[src/rtl/axi_lite_pkg.sv]
// axi_lite_pkg: shared AXI4-Lite widths, types and response codes for the
// register-bank slave. Optional feature macro: AXI_LITE_REGFILE_SLVERR_EN
// (defined: out-of-range accesses answer SLVERR; undefined: they answer OKAY).
package axi_lite_pkg;

  localparam int ADDR_WIDTH = 32;
  localparam int DATA_WIDTH = 32;
  localparam int STRB_WIDTH = 4;

  typedef logic [ADDR_WIDTH-1:0] addr_t;
  typedef logic [DATA_WIDTH-1:0] data_t;
  typedef logic [STRB_WIDTH-1:0] strb_t;

  typedef enum logic [1:0] {
    OKAY   = 2'b00,
    SLVERR = 2'b10
  } resp_t;

  typedef enum logic [1:0] {
    W_IDLE,
    W_HAVE_ADDR,
    W_HAVE_DATA,
    W_RESP
  } wstate_e;

  typedef enum logic {
    R_IDLE,
    R_RESP
  } rstate_e;

  // Response for an access that misses the register window.
`ifdef AXI_LITE_REGFILE_SLVERR_EN
  localparam resp_t OOR_RESP = SLVERR;
`else
  localparam resp_t OOR_RESP = OKAY;
`endif

  // Byte-lane merge: lane i takes the new byte only when its strobe is set.
  function automatic data_t apply_strb(input data_t old_v, input data_t new_v,
                                       input strb_t strb);
    data_t r;
    r = old_v;
    for (int i = 0; i < STRB_WIDTH; i++)
      if (strb[i]) r[i*8 +: 8] = new_v[i*8 +: 8];
    return r;
  endfunction

endpackage

[src/rtl/axi_lite_regfile_decode.sv]
// axi_lite_regfile_decode: combinational address decode for the register bank.
// Ports:
//   addr     in  byte address from AW or AR channel
//   index    out register index (offset[9:2]); meaningful only when in_range
//   in_range out address falls inside [BASE_ADDR, BASE_ADDR + NUM_REGS*4)
module axi_lite_regfile_decode
  import axi_lite_pkg::*;
#(
  parameter addr_t BASE_ADDR = 32'h0000_0000,
  parameter int    NUM_REGS  = 16
) (
  input  addr_t      addr,
  output logic [7:0] index,
  output logic       in_range
);

  localparam addr_t LIMIT = addr_t'(NUM_REGS * 4);

  addr_t offset;

  // Subtraction wraps for addr < BASE_ADDR, hence the explicit lower-bound test.
  assign offset   = addr - BASE_ADDR;
  assign in_range = (addr >= BASE_ADDR) && (offset < LIMIT);
  assign index    = offset[9:2];

endmodule

[src/rtl/axi_lite_regfile.sv]
// axi_lite_regfile: AXI4-Lite slave holding NUM_REGS 32-bit registers with
// byte-strobe writes. Independent write and read FSMs, one transaction
// outstanding per channel.
// Ports:
//   aclk, areset_n                    clock, async active-low reset
//   awaddr/awvalid/awready            write address channel
//   wdata/wstrb/wvalid/wready         write data channel
//   bresp/bvalid/bready               write response channel
//   araddr/arvalid/arready            read address channel
//   rdata/rresp/rvalid/rready         read data channel
// Optional feature macro: AXI_LITE_REGFILE_SLVERR_EN (see axi_lite_pkg).
module axi_lite_regfile
  import axi_lite_pkg::*;
#(
  parameter addr_t BASE_ADDR   = 32'h0000_0000,
  parameter int    NUM_REGS    = 16,
  parameter data_t RESET_VALUE = 32'h0
) (
  input  logic        aclk,
  input  logic        areset_n,
  input  addr_t       awaddr,
  input  logic        awvalid,
  output logic        awready,
  input  data_t       wdata,
  input  strb_t       wstrb,
  input  logic        wvalid,
  output logic        wready,
  output logic [1:0]  bresp,
  output logic        bvalid,
  input  logic        bready,
  input  addr_t       araddr,
  input  logic        arvalid,
  output logic        arready,
  output data_t       rdata,
  output logic [1:0]  rresp,
  output logic        rvalid,
  input  logic        rready
);

  // init_q keeps all readies low while in reset and for the reset-release cycle.
  logic       init_q, init_d;
  wstate_e    wst_q, wst_d;
  rstate_e    rst_q, rst_d;
  logic [7:0] aw_idx_q, aw_idx_d;
  logic       aw_ok_q, aw_ok_d;
  data_t      wdata_q, wdata_d;
  strb_t      wstrb_q, wstrb_d;
  logic [1:0] bresp_q, bresp_d;
  data_t      rdata_q, rdata_d;
  logic [1:0] rresp_q, rresp_d;
  data_t      regs_q [NUM_REGS];
  data_t      regs_d [NUM_REGS];

  logic [7:0] wdec_idx, rdec_idx;
  logic       wdec_ok, rdec_ok;

  axi_lite_regfile_decode #(.BASE_ADDR(BASE_ADDR), .NUM_REGS(NUM_REGS)) u_wdec (
    .addr(awaddr), .index(wdec_idx), .in_range(wdec_ok)
  );

  axi_lite_regfile_decode #(.BASE_ADDR(BASE_ADDR), .NUM_REGS(NUM_REGS)) u_rdec (
    .addr(araddr), .index(rdec_idx), .in_range(rdec_ok)
  );

  assign awready = init_q && (wst_q == W_IDLE || wst_q == W_HAVE_DATA);
  assign wready  = init_q && (wst_q == W_IDLE || wst_q == W_HAVE_ADDR);
  assign arready = init_q && (rst_q == R_IDLE);
  assign bvalid  = (wst_q == W_RESP);
  assign rvalid  = (rst_q == R_RESP);
  assign bresp   = bresp_q;
  assign rdata   = rdata_q;
  assign rresp   = rresp_q;

  logic       aw_hs, w_hs, ar_hs, commit;
  logic [7:0] c_idx;
  logic       c_ok;
  data_t      c_data;
  strb_t      c_strb;
  data_t      rd_val;

  assign aw_hs = awvalid && awready;
  assign w_hs  = wvalid && wready;
  assign ar_hs = arvalid && arready;

  // A handshake in the commit cycle supplies its fields directly; otherwise
  // they come from the half captured earlier.
  assign c_idx  = aw_hs ? wdec_idx : aw_idx_q;
  assign c_ok   = aw_hs ? wdec_ok  : aw_ok_q;
  assign c_data = w_hs  ? wdata    : wdata_q;
  assign c_strb = w_hs  ? wstrb    : wstrb_q;

  // Write channel
  always_comb begin
    init_d   = 1'b1;
    wst_d    = wst_q;
    aw_idx_d = aw_idx_q;
    aw_ok_d  = aw_ok_q;
    wdata_d  = wdata_q;
    wstrb_d  = wstrb_q;
    bresp_d  = bresp_q;
    regs_d   = regs_q;
    commit   = 1'b0;

    if (aw_hs) begin
      aw_idx_d = wdec_idx;
      aw_ok_d  = wdec_ok;
    end
    if (w_hs) begin
      wdata_d = wdata;
      wstrb_d = wstrb;
    end

    case (wst_q)
      W_IDLE: begin
        if (aw_hs && w_hs) begin
          commit = 1'b1;
          wst_d  = W_RESP;
        end else if (aw_hs) begin
          wst_d = W_HAVE_ADDR;
        end else if (w_hs) begin
          wst_d = W_HAVE_DATA;
        end
      end
      W_HAVE_ADDR: if (w_hs) begin
        commit = 1'b1;
        wst_d  = W_RESP;
      end
      W_HAVE_DATA: if (aw_hs) begin
        commit = 1'b1;
        wst_d  = W_RESP;
      end
      W_RESP: if (bready) wst_d = W_IDLE;
      default: wst_d = W_IDLE;
    endcase

    if (commit) begin
      bresp_d = c_ok ? OKAY : OOR_RESP;
      for (int i = 0; i < NUM_REGS; i++)
        if (c_ok && c_idx == 8'(i)) regs_d[i] = apply_strb(regs_q[i], c_data, c_strb);
    end
  end

  // Read channel: rd_val samples the pre-update contents, so a read and a
  // write landing on the same edge returns the old value.
  always_comb begin
    rd_val = '0;
    for (int i = 0; i < NUM_REGS; i++)
      if (rdec_idx == 8'(i)) rd_val = regs_q[i];
  end

  always_comb begin
    rst_d   = rst_q;
    rdata_d = rdata_q;
    rresp_d = rresp_q;
    case (rst_q)
      R_IDLE: if (ar_hs) begin
        rdata_d = rdec_ok ? rd_val : '0;
        rresp_d = rdec_ok ? OKAY : OOR_RESP;
        rst_d   = R_RESP;
      end
      R_RESP: if (rready) rst_d = R_IDLE;
      default: rst_d = R_IDLE;
    endcase
  end

  always_ff @(posedge aclk or negedge areset_n) begin
    if (!areset_n) begin
      init_q   <= 1'b0;
      wst_q    <= W_IDLE;
      rst_q    <= R_IDLE;
      aw_idx_q <= '0;
      aw_ok_q  <= 1'b0;
      wdata_q  <= '0;
      wstrb_q  <= '0;
      bresp_q  <= OKAY;
      rdata_q  <= '0;
      rresp_q  <= OKAY;
      for (int i = 0; i < NUM_REGS; i++) regs_q[i] <= RESET_VALUE;
    end else begin
      init_q   <= init_d;
      wst_q    <= wst_d;
      rst_q    <= rst_d;
      aw_idx_q <= aw_idx_d;
      aw_ok_q  <= aw_ok_d;
      wdata_q  <= wdata_d;
      wstrb_q  <= wstrb_d;
      bresp_q  <= bresp_d;
      rdata_q  <= rdata_d;
      rresp_q  <= rresp_d;
      for (int i = 0; i < NUM_REGS; i++) regs_q[i] <= regs_d[i];
    end
  end

endmodule

[config.mk]
export PLATFORM = sky130hd
export DESIGN_NAME = axi_lite_regfile
export DESIGN_NICKNAME = d
export VERILOG_FILES = /design/src/rtl/axi_lite_pkg.sv /design/src/rtl/axi_lite_regfile_decode.sv /design/src/rtl/axi_lite_regfile.sv
export SDC_FILE = /design/constraint.sdc
export NUM_CORES = 1
export LEC_CHECK = 0
export ABC_AREA = 1
export CORE_UTILIZATION = 65
export CTS_CLUSTER_SIZE = 25
export DETAILED_ROUTE_END_ITERATION = 12
export PLACE_DENSITY = 0.89
export SLEW_MARGIN = 40
export SYNTH_ARGS = -nofsm -noshare
export SYNTH_HDL_FRONTEND = slang
export SYNTH_SLANG_ARGS = --single-unit
export TNS_END_PERCENT = 50
[constraint.sdc]
create_clock -name aclk -period 7.9 [get_ports aclk]
set_input_delay 2.37 -clock aclk [delete_from_list [all_inputs] [get_ports aclk]]
set_output_delay 2.37 -clock aclk [all_outputs]
set_load 0.02 [all_outputs]
==> flow_summary.yaml <==
power_and_ir_drop:
  power_mw: 7.27
  p_leak_nw: 14.6
  ir_worst_vdd_v: 0.000162
  power_density_mw_per_mm2: 233
yosys:
  ys_types: 41
  synthArstFlopShare: 1.00
  ys_ff_latch: 593
  synth_edf_count: 0
  syn_avg_cell_area_um2: 8.83
  yosysSeqAreaShare: 0.530
  synth_cells: 3170
  synth_area_mm2: 0.0280
  ys.flop_type: "dfrtp_1"
  ys_warn_count: 0
sta:
  rsz0062_at_grt: "no"
  hold_viol: 0
  finalCritPeriodShare: 0.663
  slew_headroom: 0.450
  finalMaxSlewViolations: 0
  setup_viol: 0
  period_minus_slack_ps: 5240
  fin_ws_ps: 2660
  max_freq_mhz: 191
  finalSetupTns_ps: 0
  tightest_slew_ps: 825
  skew_ps: 16.1
hold_path:
  hold_class: "flip-flop to flip-flop"
global_route:
  grt.overflow.total: 0
  antenna_found_initial: 0
  grtUsageTotal: 0.351
  grt_pass1_vias: 22900
  grt_max_degree: 168
  grt_pass1_wl_um: 122000
placement:
  hpwl_um: 49700
  dp_cells: 3697
  pre_cts_slack_ps: 2060
  gp_congestion: 0.897
  portBuffers: 139
cts:
  ctsHtreeMaxLevel: 2
  cts_num_sinks: 593
  cts_hold_buf: 0
  insertion_delay_ps: 610
  clk_path_buf_depth: 3
  cts_buffers: 56
  ctsResizeCount: 0
  clockRootBuffer: "clkbuf_16"
  cts_tree: "built"
  clk_pin_slew_ps: 60
  cts_setup_buffers: 0
floorplanning:
  pin_count: 148
  fp.dieW_um: 210
  start_util: 0.663
  fp.dieArea_mm2: 0.0439
  placementRows: 75
  dieHeight_um: 210
  design.core.area_mm2: 0.0422
setup_path:
  crit_arrival_ps: 5740
  cp_top_family: "simple AND/OR/NAND/NOR gates"
  crit_path_end_kind: "flip-flop"
  crit_fanout: 16
  path_cells: "clkdlybuf4s50_1 > nand2_4 > inv_2 > or2_1 > o21ai_2 > nand4_4 > nor3_2 > nand3_1 > o21ai_0"
  r2r_start: "wst_q[0]"
  worstRegToRegCells: 12
  cp_slowest_cell: "nor3_2"
  slowest_delay_ps: 680
  worstSetupPathType: "input port to flip-flop"
  startpoint_type: "input port"
  r2r-end: "regs_q[489]"
  required_ps: 8400
  rrSetupSlack_ps: 3940
  cp.buffers_inverters: 2
  critical_path.endpoint: "regs_q[489]"
  critPathLaunch: "awvalid"
  cp.depth: 9
drt:
  dr.pass1.iters: 6
  viasPerCell: 6.25
  route.antenna.remaining_nets: 0
  wire_per_inst_um: 20.1
  drt-total-wl_um: 76300
  drc: 0
  drtIter0Drc: 3337
  dr_total_vias: 23700
final_layout:
  stdcell_count: 3799
  fillers: 2589
  area_growth_pct: 11.6
  drive_gt1_frac: 0.147
  layout_commonest_cell: "nand2_1"
  nNetsFinal: 3329
  final_cell_mix: "nand2_1, dfrtp_1, nor2_1"
  antenna_cells: 0
status:
  status: "complete, no violations"
job:
  maxCapViolCount: 0
## kinds of logic (layout without fill, tap and decap cells)
group,count (synthesis),after routing,share of synthesized area
and+or+nand+nor,1634,1634,0.271
adders and majority gates,4,4,0.00179
other,2,5,0.000268
DFF,593,593,0.530
AOI/OAI and AO/OA,589,589,0.137
buffers and inverters,348,435,0.0606
## worst reg2reg max path, stage by stage (launching register included)
cell and delay, ps:
dfrtp_1 410, inv_1 90, ha_1 250, nor2_2 180
nor2_4 60, nand2_4 170, inv_2 140, or2_1 250
o21ai_2 100, nand4_4 480, nor3_2 700, nand3_1 630
o21ai_0 390
## power by group
part           total [mW]  leakage [nW]  switching, mW  internal [mW]
clock                2.77         0.938           1.16           1.61
sequential           3.18          8.02         0.0335           3.15
combinational        1.32          5.63           1.13          0.192
## flip-flops by register name, indices dropped and copies added (netlist names)
register	cells
regs_q	512
rdata	32
wdata_q	32
aw_idx_q	8
wstrb_q	4
wst_q	2
aw_ok_q	1
init_q	1
rvalid	1
## final cells by class
| type | count | area [um2] | area share |
|---|---|---|---|
| inverters | 166 | 624 | 0.0200 |
| repair buffers | 169 | 1700 | 0.0545 |
| clock inverters | 16 | 194 | 0.00621 |
| well taps | 539 | 674 | 0.0216 |
| multi-input cells | 2232 | 11500 | 0.369 |
| clock buffers | 84 | 1700 | 0.0543 |
| flip-flops and latches | 593 | 14800 | 0.475 |
## metal layers
layer,vias to the layer above,wire [um],track usage
met1,11400,29600,0.482
li1,10500,-,-
met4,0,2800,0.143
met3,229,8960,0.0796
met5,-,0,0
met2,1562,34900,0.547
## synthesized netlist by cell type (4+ instances only)
library cell  number  area [um2]
or2_2             26         163
nand3_4           35         613
nor3_1            40         200
buf_2             19        95.1
buf_1              6        22.5
nor2_2             5        31.3
nor4_1             9        56.3
nor3_4            11         179
ha_1               4        50.1
inv_1            158         593
inv_2              5        18.8
nor3_2             4        40.0
or2_1              6        37.5
nor2_8             8         160
o21ai_1           99         495
o21ai_0          114         571
o21ai_2          220        1930
nor2_4             5        56.3
nor2_1           275        1030
dfrtp_1          593       14800
nand2_1          992        3720
nand3_2            5        50.1
nand2_4            7        78.8
a21oi_1          143         716
a21oi_2            6        52.6
buf_4              9        67.6
nand3_1          117         586
clkbuf_1         104         390
buf_6             44         495
nand4_1           85         532
## how the worst min path moves through the flow
stage / cells after the start / start / slack [ps] / endpoint
final: 2 / rdata[19] / 480 / rdata[19]
after global routing: 2 / rdata[19] / 490 / rdata[19]
after CTS: 2 / regs_q[269] / 480 / regs_q[269]
after detailed placement: 2 / regs_q[273] / 460 / regs_q[273]
after floorplan: 2 / regs_q[106] / 450 / regs_q[106]
after global placement: 2 / regs_q[143] / 460 / regs_q[143]
## through the flow
| step | hold slack (ps) | instance area [um2] | util |
|---|---|---|---|
| floorplan | 447 | 28000 | - |
| global placement | 456 | 29300 | 0.693 |
| detailed placement | 460 | 29300 | 0.694 |
| CTS | 480 | 31200 | 0.739 |
| global route | 494 | 31200 | 0.740 |
| finish | 478 | 31200 | 0.740 |
Note: power is estimated with default switching activity, not from simulation.
